<file path="config.mk">
export PLATFORM = sky130hd
export DESIGN_NAME = core_alu_wide
export DESIGN_NICKNAME = d
export VERILOG_FILES = /design/src/rtl/core_alu_wide.sv
export SDC_FILE = /design/constraint.sdc
export NUM_CORES = 1
export LEC_CHECK = 0
export ABC_CLOCK_PERIOD_IN_PS = 7400
export CAP_MARGIN = 20
export CORE_MARGIN = 3
export CORE_UTILIZATION = 55
export CTS_CLUSTER_SIZE = 14
export DETAILED_ROUTE_END_ITERATION = 8
export DONT_BUFFER_PORTS = 1
export GPL_ROUTABILITY_DRIVEN = 0
export PLACE_DENSITY = 0.72
export SYNTH_ARGS = -nofsm -noshare
export SYNTH_HDL_FRONTEND = slang
export SYNTH_SLANG_ARGS = --single-unit
</file>
<file path="constraint.sdc">
create_clock -name I_clock -period 7.4 [get_ports I_clock]
set_input_delay 1.85 -clock I_clock [delete_from_list [all_inputs] [get_ports I_clock]]
set_output_delay 1.85 -clock I_clock [all_outputs]
set_load 0.1 [all_outputs]
</file>
<file path="src/rtl/core_alu_wide.sv">
// Multi-cycle WIDTH-bit ALU: nibble-serial binary/BCD add and subtract, single-cycle
// logic/pass/rotate, registered result and C/Z/V/N flags behind a start/busy/done handshake.
module core_alu_wide #(
    parameter int WIDTH = 16
) (
    input  logic             I_clock,
    input  logic             I_reset,
    input  logic             I_start,
    input  logic [3:0]       I_op,
    input  logic             I_decimal,
    input  logic [3:0]       I_flags_en,
    input  logic [WIDTH-1:0] I_lhs,
    input  logic [WIDTH-1:0] I_rhs,
    input  logic             I_carry,
    input  logic             I_overflow,
    input  logic             I_sign,
    input  logic             I_zero,
    output logic             O_busy,
    output logic             O_done,
    output logic [WIDTH-1:0] O_result,
    output logic             O_carry,
    output logic             O_overflow,
    output logic             O_sign,
    output logic             O_zero
);

    localparam int NIB = WIDTH / 4;
    localparam int IW  = (NIB > 1) ? $clog2(NIB) : 1;
    localparam logic [IW-1:0] LAST_IDX = IW'(NIB - 1);

    localparam logic [3:0] OP_PASSR = 4'd1;
    localparam logic [3:0] OP_ADC   = 4'd2;
    localparam logic [3:0] OP_SBC   = 4'd3;
    localparam logic [3:0] OP_AND   = 4'd4;
    localparam logic [3:0] OP_OR    = 4'd5;
    localparam logic [3:0] OP_XOR   = 4'd6;
    localparam logic [3:0] OP_ROL   = 4'd7;
    localparam logic [3:0] OP_ROR   = 4'd8;

    typedef enum logic [1:0] {
        S_IDLE = 2'd0,
        S_RUN  = 2'd1,
        S_DONE = 2'd2
    } state_t;

    state_t           state_q, state_d;
    logic [IW-1:0]    idx_q, idx_d;
    logic [3:0]       op_q, op_d;
    logic             dec_q, dec_d;
    logic [3:0]       fen_q, fen_d;
    logic [WIDTH-1:0] lhs_q, lhs_d;
    logic [WIDTH-1:0] rhs_q, rhs_d;
    logic [WIDTH-1:0] acc_q, acc_d;
    logic             cin_q, cin_d;
    logic             vin_q, vin_d;
    logic             nin_q, nin_d;
    logic             zin_q, zin_d;
    logic             c_q, c_d;
    logic             busy_q, busy_d;
    logic             done_q, done_d;
    logic [WIDTH-1:0] result_q, result_d;
    logic             flag_c_q, flag_c_d;
    logic             flag_v_q, flag_v_d;
    logic             flag_n_q, flag_n_d;
    logic             flag_z_q, flag_z_d;

    logic             is_sub_s;
    logic             is_arith_s;
    logic [IW+1:0]    base_s;
    logic [3:0]       nib_a_s;
    logic [3:0]       nib_b_s;
    logic [4:0]       bin_sum_s;
    logic [3:0]       dec_adj_s;
    logic [4:0]       dec_diff_s;
    logic [3:0]       nib_digit_s;
    logic             nib_cout_s;

    logic [WIDTH-1:0] logic_res_s;
    logic             logic_c_s;
    logic [WIDTH-1:0] arith_res_s;
    logic [WIDTH-1:0] fin_res_s;
    logic             fin_c_s;
    logic             fin_v_s;
    logic             rhs_eff_msb_s;
    logic             accept_s;
    logic             finish_s;

    // One nibble step of the serial adder/subtractor, binary or BCD.
    always_comb begin
        is_sub_s    = (op_q == OP_SBC);
        is_arith_s  = (op_q == OP_ADC) || is_sub_s;
        base_s      = {idx_q, 2'b00};
        nib_a_s     = lhs_q[base_s +: 4];
        nib_b_s     = is_sub_s ? ~rhs_q[base_s +: 4] : rhs_q[base_s +: 4];
        bin_sum_s   = {1'b0, nib_a_s} + {1'b0, nib_b_s} + {4'b0000, c_q};
        dec_adj_s   = bin_sum_s[3:0] + 4'd6;
        // Decimal subtract uses the true rhs digit and a borrow of (1 - c).
        dec_diff_s  = {1'b0, nib_a_s} - {1'b0, rhs_q[base_s +: 4]} - {4'b0000, ~c_q};
        nib_digit_s = bin_sum_s[3:0];
        nib_cout_s  = bin_sum_s[4];
        if (dec_q && is_sub_s) begin
            if (dec_diff_s[4]) begin
                nib_digit_s = dec_diff_s[3:0] + 4'd10;
                nib_cout_s  = 1'b0;
            end else begin
                nib_digit_s = dec_diff_s[3:0];
                nib_cout_s  = 1'b1;
            end
        end else if (dec_q && (op_q == OP_ADC)) begin
            if (bin_sum_s > 5'd9) begin
                nib_digit_s = dec_adj_s;
                nib_cout_s  = 1'b1;
            end else begin
                nib_digit_s = bin_sum_s[3:0];
            end
        end else begin
            nib_digit_s = bin_sum_s[3:0];
        end
    end

    // Single-cycle result and carry for the non-arithmetic operations.
    always_comb begin
        logic_res_s = lhs_q;
        logic_c_s   = cin_q;
        case (op_q)
            OP_PASSR: logic_res_s = rhs_q;
            OP_AND:   logic_res_s = lhs_q & rhs_q;
            OP_OR:    logic_res_s = lhs_q | rhs_q;
            OP_XOR:   logic_res_s = lhs_q ^ rhs_q;
            OP_ROL: begin
                logic_res_s = {lhs_q[WIDTH-2:0], cin_q};
                logic_c_s   = lhs_q[WIDTH-1];
            end
            OP_ROR: begin
                logic_res_s = {cin_q, lhs_q[WIDTH-1:1]};
                logic_c_s   = lhs_q[0];
            end
            default: begin
                logic_res_s = lhs_q;
                logic_c_s   = cin_q;
            end
        endcase
    end

    // Handshake FSM, operand capture, nibble sequencing and flag update.
    always_comb begin
        state_d  = state_q;
        idx_d    = idx_q;
        op_d     = op_q;
        dec_d    = dec_q;
        fen_d    = fen_q;
        lhs_d    = lhs_q;
        rhs_d    = rhs_q;
        acc_d    = acc_q;
        cin_d    = cin_q;
        vin_d    = vin_q;
        nin_d    = nin_q;
        zin_d    = zin_q;
        c_d      = c_q;
        result_d = result_q;
        flag_c_d = flag_c_q;
        flag_v_d = flag_v_q;
        flag_n_d = flag_n_q;
        flag_z_d = flag_z_q;
        finish_s = 1'b0;
        fin_res_s = logic_res_s;
        fin_c_s   = logic_c_s;
        fin_v_s   = vin_q;
        arith_res_s = acc_q;
        arith_res_s[base_s +: 4] = nib_digit_s;
        rhs_eff_msb_s = is_sub_s ? ~rhs_q[WIDTH-1] : rhs_q[WIDTH-1];
        accept_s = I_start && (state_q != S_RUN);

        case (state_q)
            S_IDLE, S_DONE: begin
                if (accept_s) begin
                    state_d = S_RUN;
                    idx_d   = '0;
                    op_d    = I_op;
                    dec_d   = I_decimal;
                    fen_d   = I_flags_en;
                    lhs_d   = I_lhs;
                    rhs_d   = I_rhs;
                    acc_d   = '0;
                    cin_d   = I_carry;
                    vin_d   = I_overflow;
                    nin_d   = I_sign;
                    zin_d   = I_zero;
                    c_d     = I_carry;
                end else begin
                    state_d = S_IDLE;
                end
            end
            S_RUN: begin
                if (is_arith_s) begin
                    acc_d = arith_res_s;
                    c_d   = nib_cout_s;
                    idx_d = idx_q + 1'b1;
                    if (idx_q == LAST_IDX) begin
                        finish_s  = 1'b1;
                        fin_res_s = arith_res_s;
                        fin_c_s   = nib_cout_s;
                        fin_v_s   = dec_q ? vin_q :
                                    ((lhs_q[WIDTH-1] == rhs_eff_msb_s) &&
                                     (arith_res_s[WIDTH-1] != lhs_q[WIDTH-1]));
                    end else begin
                        finish_s = 1'b0;
                    end
                end else begin
                    finish_s = 1'b1;
                end
            end
            default: state_d = S_IDLE;
        endcase

        // Disabled flags pass the operand-time input value through.
        if (finish_s) begin
            state_d  = S_DONE;
            result_d = fin_res_s;
            flag_c_d = fen_q[3] ? fin_c_s : cin_q;
            flag_z_d = fen_q[2] ? (fin_res_s == '0) : zin_q;
            flag_v_d = fen_q[1] ? fin_v_s : vin_q;
            flag_n_d = fen_q[0] ? fin_res_s[WIDTH-1] : nin_q;
        end else begin
            result_d = result_q;
        end

        busy_d = (state_d == S_RUN);
        done_d = (state_d == S_DONE);
    end

    // State and output registers with synchronous reset.
    always_ff @(posedge I_clock) begin
        if (I_reset) begin
            state_q  <= S_IDLE;
            idx_q    <= '0;
            op_q     <= 4'd0;
            dec_q    <= 1'b0;
            fen_q    <= 4'd0;
            lhs_q    <= '0;
            rhs_q    <= '0;
            acc_q    <= '0;
            cin_q    <= 1'b0;
            vin_q    <= 1'b0;
            nin_q    <= 1'b0;
            zin_q    <= 1'b0;
            c_q      <= 1'b0;
            busy_q   <= 1'b0;
            done_q   <= 1'b0;
            result_q <= '0;
            flag_c_q <= 1'b0;
            flag_v_q <= 1'b0;
            flag_n_q <= 1'b0;
            flag_z_q <= 1'b0;
        end else begin
            state_q  <= state_d;
            idx_q    <= idx_d;
            op_q     <= op_d;
            dec_q    <= dec_d;
            fen_q    <= fen_d;
            lhs_q    <= lhs_d;
            rhs_q    <= rhs_d;
            acc_q    <= acc_d;
            cin_q    <= cin_d;
            vin_q    <= vin_d;
            nin_q    <= nin_d;
            zin_q    <= zin_d;
            c_q      <= c_d;
            busy_q   <= busy_d;
            done_q   <= done_d;
            result_q <= result_d;
            flag_c_q <= flag_c_d;
            flag_v_q <= flag_v_d;
            flag_n_q <= flag_n_d;
            flag_z_q <= flag_z_d;
        end
    end

    assign O_busy     = busy_q;
    assign O_done     = done_q;
    assign O_result   = result_q;
    assign O_carry    = flag_c_q;
    assign O_overflow = flag_v_q;
    assign O_sign     = flag_n_q;
    assign O_zero     = flag_z_q;

endmodule

</file>
; ---- After elaboration in Yosys (flattened, before gate mapping)
; Cells that the tools add are included.
[word_totals]
ff_bits = 88
input_bits = 48
out_inout_bits = 22
[classes]
n_addsub = 8
magnitude_cmp = 1
eq_ne = 18
n_shift = 4
muxes = 42
bitwise_logic = 6
n_reduce_logical = 11
[op_table]
columns = op, count
row1 = 16-bit case mux with 6 select lines, 1
row2 = 16-bit two-way mux, 5
row3 = 16-bit case mux with 2 select lines, 1
row4 = 16-bit by 5-bit indexed part select with 4-bit output, 2
row5 = 1-bit two-way mux, 22
row6 = 4-bit two-way mux, 5
row7 = 16-bit AND, 1
row8 = 16-bit bitwise mux, 1
row9 = 4-bit by 3-bit == test with 1-bit output (second input constant), 4
row10 = 16-bit zero test, 1
row11 = 16-bit OR, 1
row12 = 4-bit by 6-bit variable shift with 16-bit output (first input constant), 1
row13 = 4-bit by 6-bit indexed part select with 16-bit output, 1
row14 = 16-bit bitwise XOR, 1
row15 = 4-bit by 2-bit == test with 1-bit output (second input constant), 2
row16 = 2-bit case mux with 2 select lines, 2
row17 = 2-bit == test (second input constant), 3
row18 = 2-bit two-way mux, 3
row19 = 4-bit negator with 6-bit output, 1
row20 = 4-bit by 4-bit adder with 5-bit output, 1
row21 = 5-bit by 1-bit adder with 5-bit output, 1
row22 = 5-bit by 4-bit greater-than comparator with 1-bit output (second input constant), 1
row23 = 4-bit by 4-bit subtractor with 5-bit output, 1
row24 = 5-bit by 1-bit subtractor with 5-bit output, 1
row25 = other kinds (20), 27

; ---- Depth between registers and ports, before layout
; Gate-level depths: netlist (run 1).
[depth]
word_depth = 18
mapped_depth = 16
mapped_depth_nobuf = 15

; ---- Worst setup path after synthesis (run 1)
; Ideal clock, no wire load.
[synth_path]
kind = flip-flop to flip-flop
from = register idx_q[0]
to = register flag_z_q, in the netlist O_zero
setup_ns = 0.059
t_arrival_ns = 4.278
t_required_ns = 7.341
slack_ns = 3.063
path_stages_with_launch = 16
n_path_buf = 1
cell_sequence = dfxtp_1 buf_4 mux4_2 xnor2_1 fa_1 fa_1 xnor2_1 inv_1 ha_1 a2bb2oi_2 a31oi_4 o21ai_1 a21oi_2 a221o_1 a2111oi_2 a31o_1
[synth_between]
elab_chain_len = 16
word_cells_on_any_way = 28
classes_between = 7 x add/sub / 1 x order compare / 1 x eq/ne / 4 x shift / 13 x mux / 1 x bitwise / 1 x reduce/logical
[synth_rtl]
columns = element, line_no
row1 = from (decl), 47  ; logic [IW-1:0] idx_q, idx_d;
row2 = from (signal assigned), 257  ; idx_q <= idx_d;
row3 = 16-bit by 5-bit indexed part select with 4-bit output, "94, 98"
row4 = 4-bit inverter, 94  ; nib_b_s = is_sub_s ? ~rhs_q[base_s +: 4] : rhs_q[base_s +: 4];
row5 = 4-bit two-way mux, 94
row6 = 4-bit by 4-bit adder with 5-bit output, 95  ; bin_sum_s = {1'b0, nib_a_s} + {1'b0, nib_b_s} + {4'b0000, c_q};
row7 = 5-bit by 1-bit adder with 5-bit output, 95
row8 = 4-bit by 3-bit adder with 4-bit output / 5-bit by 4-bit greater-than comparator with 1-bit output (equally long branches), "96, 110"
row9 = 4-bit two-way mux, 110  ; if (bin_sum_s > 5'd9) begin
row10 = 4-bit two-way mux, 109  ; end else if (dec_q && (op_q == OP_ADC)) begin
row11 = 4-bit two-way mux, 101  ; if (dec_q && is_sub_s) begin
row12 = 4-bit by 6-bit indexed part select with 16-bit output, 170  ; arith_res_s[base_s +: 4] = nib_digit_s;
row13 = 16-bit bitwise mux, 170
row14 = 16-bit two-way mux, 199  ; if (idx_q == LAST_IDX) begin
row15 = 16-bit two-way mux, 195  ; if (is_arith_s) begin
row16 = 16-bit two-way mux, 174  ; case (state_q)
row17 = 16-bit zero test, 221  ; flag_z_d = fen_q[2] ? (fin_res_s == '0) : zin_q;
row18 = 1-bit two-way mux, 221
row19 = to (signal assigned), 275  ; flag_z_q <= flag_z_d;
row20 = to (decl), 65  ; logic flag_z_q, flag_z_d;
; Several ways; a longest one is shown, not always the timed one.
; A chain may end at the register's enable or synchronous reset.

; ---- Worst setup path after layout (run 1)
[layout_path]
from = register op_q[1]
to = register flag_z_q, in the netlist O_zero
[layout_between]
elab_chain_len = 15
word_cells_on_any_way = 29
classes_between = 3 x add/sub / 1 x order compare / 8 x eq/ne / 1 x shift / 12 x mux / 4 x reduce/logical
[layout_rtl]
columns = element, line_no
row1 = from (decl), 48  ; logic [3:0] op_q, op_d;
row2 = from (signal assigned), 258  ; op_q <= op_d;
row3 = 4-bit by 2-bit == test with 1-bit output, 90  ; is_sub_s = (op_q == OP_SBC);
row4 = 4-bit two-way mux, 94
row5 = 4-bit by 4-bit adder with 5-bit output, 95
row6 = 5-bit by 1-bit adder with 5-bit output, 95
row7 = 4-bit by 3-bit adder with 4-bit output / 5-bit by 4-bit greater-than comparator with 1-bit output (equally long branches), "96, 110"
row8 = 4-bit two-way mux, 110
row9 = 4-bit two-way mux, 109
row10 = 4-bit two-way mux, 101
row11 = 4-bit by 6-bit indexed part select with 16-bit output, 170
row12 = 16-bit bitwise mux, 170
row13 = 16-bit two-way mux, 199
row14 = 16-bit two-way mux, 195
row15 = 16-bit two-way mux, 174
row16 = 16-bit zero test, 221
row17 = 1-bit two-way mux, 221
; Several ways; a longest one is shown, not always the timed one.

==> flow_metrics.tcl, run 1 <==
set metrics [dict create \
    status "finished clean" \
    rows 37 \
    fin_worst_skew_ns 0.0155 \
    cp_slowest_stage_delay_ns 0.94 \
    ys.flop_type "dfxtp_1" \
    slew_headroom 0.266 \
    drt_iter0_markers 754 \
    die-area_um2 12400 \
    ctsHoldBuffers 0 \
    ys_ff_latch 88 \
    start_util 0.576 \
    grt.overflow.total 0 \
    clock_latency_ns 0.39 \
    layout_commonest_cell "nand2_1" \
    cp.depth 14 \
    cts-root-buf "clkbuf_8" \
    rrSetupSlack_ns 2.37 \
    drc_errors 0 \
    vdd_drop_max_v 0.000141 \
    syn_avg_cell_area_um2 7.88 \
    wl_per_cell_um 19.7 \
    cts.repair.resized 0 \
    synth_edf_count 0 \
    rsz0062_at_grt "no" \
    clk_pin_slew_ns 0.09 \
    mappedNetlistArea_um2 6080 \
    die_height_um 111 \
    worstPathRequired_ns 7.73 \
    grt_pass1_wl_um 28000 \
    yosysTopAreaCell "dfxtp_1" \
    min_path_type "register to register" \
    ys_seq_area_frac 0.290 \
    post-cts-setup-buffer-count 0 \
    slew_violations 0 \
    netSwitchingPower_w 0.000386 \
    critPathSlowestCell "dfxtp_1" \
    vias_per_cell 6.53 \
    hold_violations 0 \
    die_w_um 111 \
    hpwl_um 13200 \
    cts_tree "yes" \
    grt_use_total 0.279 \
    power_w 0.00113 \
    yosysTopAreaCellShare 0.290 \
    h-tree-depth 3 \
    netSwitchingFraction 0.342 \
    drv_cap 0 \
    period_needed_ns 5.03 \
    crit_path_end "O_zero" \
    fin_area_um2 6310 \
    pwr-share-comb 0.199 \
    fmax_mhz 199 \
    crit_path_cell_trace "and4bb_1 > xnor2_1 > fa_1 > fa_1 > xnor2_1 > inv_1 > ha_1 > a2bb2oi_2 > a31oi_4 > o21ai_1 > a21oi_2 > a221o_1 > a2111oi_2 > a31o_1" \
    async_reset_ff_frac 0 \
    leakage_nw 2.37 \
    grt_max_degree 88 \
    p_seq_frac 0.494 \
    pwr_density_cell_nw_per_um2 179 \
    fin_crit_sh 0.680 \
    cp-startpoint "op_q[1]" \
    crit_type "register to register" \
    end_kind "register" \
    drtPass1Iterations 8 \
    synth_nets 871 \
    tns_ns 0 \
    startpoint_type "register" \
    top_level_ports 70 \
    antenna_left 0 \
    diodes 0 \
    path_max_fanout 27 \
    setup_viol 0 \
    worst-endpoint-arrival_ns 5.36 \
    final_cell_mix "137 x nand2_1, 93 x a21oi_1, 88 x dfxtp_1, 58 x nor2_1, 54 x inv_1" \
    p_clk_frac 0.307 \
    numPortBuffers 0 \
    nets 843 \
    cts_buffers 9 \
    postSynthCellCount 772 \
    synthTopCellsByArea "dfxtp_1 29%, ha_1 9.7%, nand2_1 8.5%" \
    fill_cells 995 \
    fin_util 0.598 \
    grt_pass1_vias 5286 \
    r2r_start "op_q[1]" \
    cts_buffer_depth 2 \
    crit_buf_inv 1 \
    worst_pin_slew_ns 1.09 \
    p_int_w 0.000743 \
    clkSinkCount 88 \
    syn2layout_area_growth_pct 3.72 \
    drive_above_1_share 0.0734 \
    dpl_cell_area_um2 6110 \
    vias 5778 \
    yosys_warnings 0 \
    critPathTopFamily "compound AO/OA/AOI/OAI gates" \
    worst_hold_slack_ns 0.465 \
    rr_worst_depth 14 \
    antenna_found_initial 0 \
    wl_um 17400 \
    r2r-end "O_zero" \
    synth_cell_types 83 \
    fp.coreArea_um2 10600 \
]
==> power by group through the flow <==
stage / combinational [W] / sequential [W] / clock (W)
CTS: 0.000222 / 0.000555 / 0.000355
finish: 0.000225 / 0.000557 / 0.000347
global route: 0.000251 / 0.000559 / 0.000376
floorplan: 0.000187 / 0.000548 / 0
global placement: 0.000213 / 0.000566 / 0
detailed placement: 0.000221 / 0.000566 / 0
==> stage by stage <==
stage	cells	setup slack, ns
final	885	2.37
after global placement	868	2.61
after floorplan	772	3.06
after CTS	885	2.42
after detailed placement	869	2.47
after global routing	885	2.06
==> area by class of cell <==
class	instances	area (um^2)	share of cell area
multi-input combinational	583	3910	0.620
sequential	88	1760	0.279
inverter	54	203	0.0321
tap	136	170	0.0270
clock buffer	9	124	0.0196
clock inverter	7	78.8	0.0125
timing repair buffer	8	57.6	0.00912
==> worst min path at each step <==
stage	cells past startpoint	from	endpoint	slack, ns
detailed placement	2	c_q	c_q	0.45
global placement	2	c_q	c_q	0.44
finish	2	nin_q	nin_q	0.46
floorplan	2	c_q	c_q	0.43
global route	2	c_q	c_q	0.50
CTS	2	c_q	c_q	0.47
==> logic make-up (layout without fill, tap and decap cells) <==
group,after synthesis,count (layout),share of synthesized area
adders and majority gates,51,51,0.110
xor gates and xnor gates,9,9,0.0152
DFF,88,88,0.290
buffers and inverters,101,78,0.0681
and+or+nand+nor,281,281,0.215
muxes,24,24,0.0568
AOI/OAI and AO/OA,218,218,0.245
==> routing by layer <==
| layer | global-route usage | vias up | wire length [um] |
|---|---|---|---|
| met5 | 0 | - | 0 |
| met2 | 0.411 | 363 | 7540 |
| met3 | 0.0748 | 59 | 1970 |
| li1 | - | 2693 | - |
| met4 | 0.109 | 0 | 571 |
| met1 | 0.389 | 2663 | 7370 |
==> sequential cells by signal, summed over array words and instances (netlist names) <==
register    cells
rhs_q          16
zin_q           1
dec_q           1
O_zero          1
vin_q           1
O_carry         1
O_overflow      1
O_busy          1
O_done          1
state_q         2
op_q            4
cin_q           1
O_result       16
lhs_q          16
c_q             1
idx_q           2
O_sign          1
fen_q           4
acc_q          16
nin_q           1
==> synth_stat cells, drive strengths merged, types with 4 or more instances <==
master	instances
a211oi	11
a21o	4
a21oi	95
a222oi	6
a22o	7
a22oi	8
a31oi	8
a32oi	19
and2	7
and3	6
buf	19
clkbuf	28
dfxtp	88
fa	4
ha	47
inv	54
mux2	4
mux2i	12
mux4	8
nand2	137
nand2b	8
nand3	15
nand3b	8
nor2	58
nor2b	9
nor3	10
o211ai	6
o21ai	17
xnor2	4
xor2	4
==> worst min-delay path: stages (launching register included) <==
cell and delay, ns:
dfxtp_1 0.33, nand2_1 0.05, a21oi_1 0.05
(Power assumes the default switching activity.)
==> inputs of run 2 (changes only) <==
--- a/config.mk
+++ b/config.mk
@@ -5,7 +5,7 @@
 export SDC_FILE = /design/constraint.sdc
 export NUM_CORES = 1
 export LEC_CHECK = 0
-export ABC_CLOCK_PERIOD_IN_PS = 7400
+export ABC_CLOCK_PERIOD_IN_PS = 5100
 export CAP_MARGIN = 20
 export CORE_MARGIN = 3
 export CORE_UTILIZATION = 55
==> constraint.sdc (replaced) <==
create_clock -name I_clock -period 5.1 [get_ports I_clock]
set_input_delay 1.275 -clock I_clock [delete_from_list [all_inputs] [get_ports I_clock]]
set_output_delay 1.275 -clock I_clock [all_outputs]
set_load 0.1 [all_outputs]
==> run 2 against run 1 <==
  * Register-to-register slack worse by 1.8 ns
  * Cell count up 0.90%
  * First-iteration DRC count up 6.0%
  * Via count about the same
  * Critical path depth unchanged
  * Sequential share of layout area down 0.34 points
  * Combinational power up 55%
  * Worst hold slack worse by 0.0085 ns
  * Sequential power up 43%
  * Clock-buffer cell count up 2
  * Non-clock buffer count up 8
==> flow_metrics.tcl, run 2 (same netlist as run 1, synthesis figures left out) <==
set metrics [dict create \
    hold_start "fen_q[1]" \
    grt_max_degree 88 \
    die_w_um 111 \
    cts_tree "yes" \
    holdPathStages 2 \
    min_to "fen_q[1]" \
    r2r_start "op_q[0]" \
    startpoint_type "register" \
    clk_pin_slew_ns 0.09 \
    rsz0062_at_grt "no" \
    drtPass1Iterations 6 \
    cp_slowest_stage_delay_ns 0.72 \
    drive_above_1_share 0.0819 \
    multi_input_area_um2 3910 \
    status "finished clean" \
    rows 37 \
    grt.overflow.total 0 \
    crit_path_cell_trace "and4bb_1 > xnor2_1 > fa_1 > fa_1 > xnor2_1 > inv_1 > ha_1 > a2bb2oi_2 > a31oi_4 > o21ai_1 > a21oi_2 > a221o_1 > a2111oi_2 > a31o_1" \
    slew_headroom 0.281 \
    regArea_um2 1760 \
    cp.depth 14 \
    fill_cells 975 \
    antenna_found_initial 0 \
    cts.repair.resized 0 \
    grt_pass1_vias 5576 \
    wl_um 18200 \
    grt_use_total 0.297 \
    fmax_mhz 219 \
    fin_worst_skew_ns 0.0322 \
    worstPathRequired_ns 5.43 \
    h-tree-depth 3 \
    numPortBuffers 0 \
    min_path_type "register to register" \
    rrSetupSlack_ns 0.54 \
    setup_viol 0 \
    final_cell_mix "137 x nand2_1, 93 x a21oi_1, 88 x dfxtp_1, 58 x nor2_1, 54 x inv_1" \
    crit_buf_inv 1 \
    syn2layout_area_growth_pct 5.02 \
    diodes 0 \
    pwr_density_cell_nw_per_um2 261 \
    start_util 0.576 \
    clkSinkCount 88 \
    vias_per_cell 6.47 \
    post-cts-setup-buffer-count 0 \
    vias 5779 \
    drv_cap 0 \
    cp-startpoint "op_q[0]" \
    hold_violations 0 \
    wl_per_cell_um 20.3 \
    vdd_drop_max_v 0.000202 \
    ctsHoldBuffers 0 \
    crit_type "register to register" \
    drc_errors 0 \
    tns_ns 0 \
    top_level_ports 70 \
    end_kind "register" \
    die-area_um2 12400 \
    leakage_nw 2.42 \
    fin_crit_sh 0.895 \
    cts_buffers 9 \
    cts_buffer_depth 2 \
    die_height_um 111 \
    worst-endpoint-arrival_ns 4.90 \
    r2r-end "O_zero" \
    path_max_fanout 16 \
    antenna_left 0 \
    rr_worst_depth 14 \
    layout_commonest_cell "nand2_1" \
    hpwl_um 13500 \
    period_needed_ns 4.56 \
    slew_violations 0 \
    fp.coreArea_um2 10600 \
    cts-root-buf "clkbuf_8" \
    grt_pass1_wl_um 29700 \
    critPathTopFamily "compound AO/OA/AOI/OAI gates" \
    critPathSlowestCell "dfxtp_1" \
    worst_pin_slew_ns 1.07 \
    drt_iter0_markers 799 \
    clock_latency_ns 0.41 \
    fin_util 0.605 \
    nets 851 \
]
==> run 2: changes by cell type in the layout (fill, tap and decap cells not counted), sizes merged <==
cell / delta
buf: +8
clkbuf: +2
clkinv: -1
inv: -1
==> run 2: report_power, final <==
group / switching, W / total [W] / internal, W
Clock: 0.000272 / 0.000516 / 0.000244
Combinational: 0.000212 / 0.000349 / 0.000137
Sequential: 0.0000842 / 0.000799 / 0.000715
Total: 0.000569 / 0.00166 / 0.00110
==> run 2: layout make-up <==
cell class | count | area share
Inverter | 54 | 0.0317
Sequential cell | 88 | 0.276
Clock buffer | 11 | 0.0221
Multi-Input combinational cell | 583 | 0.613
Timing Repair Buffer | 16 | 0.0208
Clock inverter | 5 | 0.0102
Tap cell | 136 | 0.0266
==> run 2: how the worst max path moves through the flow <==
stage / endpoint / slack (ns)
floorplan: O_zero / 0.76
global placement: O_zero / 0.83
detailed placement: O_zero / 0.65
CTS: O_zero / 0.62
global route: O_zero / 0.32
finish: O_zero / 0.54
==> run 2: worst register-to-register path: stages (launching register included) <==
cell	delay, ns
dfxtp_1	0.72
and4bb_1	0.35
xnor2_1	0.11
fa_1	0.44
fa_1	0.44
xnor2_1	0.37
inv_1	0.09
ha_1	0.25
a2bb2oi_2	0.22
a31oi_4	0.13
o21ai_1	0.32
a21oi_2	0.16
a221o_1	0.39
a2111oi_2	0.35
a31o_1	0.17
==> run 2: through the flow <==
stage          area (um^2)  setup WS (ns)  cells  power (W)  hold slack, ns
2_1_floorplan         6080          0.763    772    0.00107           0.432
3_3_place_gp          6160          0.829    876    0.00114           0.440
3_5_place_dp          6160          0.650    876    0.00115           0.443
4_1_cts               6370          0.621    892    0.00166           0.456
5_1_grt               6390          0.323    893    0.00175           0.488
6_report              6390          0.538    893    0.00166           0.456
==> run 2: per-layer routing <==
metal / up-vias / global-route usage / part of all wire
met2: 334 / 0.451 / 0.44
met5: - / 0 / 0
met4: 0 / 0.138 / 0.041
met1: 2671 / 0.399 / 0.42
li1: 2704 / - / -
met3: 70 / 0.0704 / 0.10
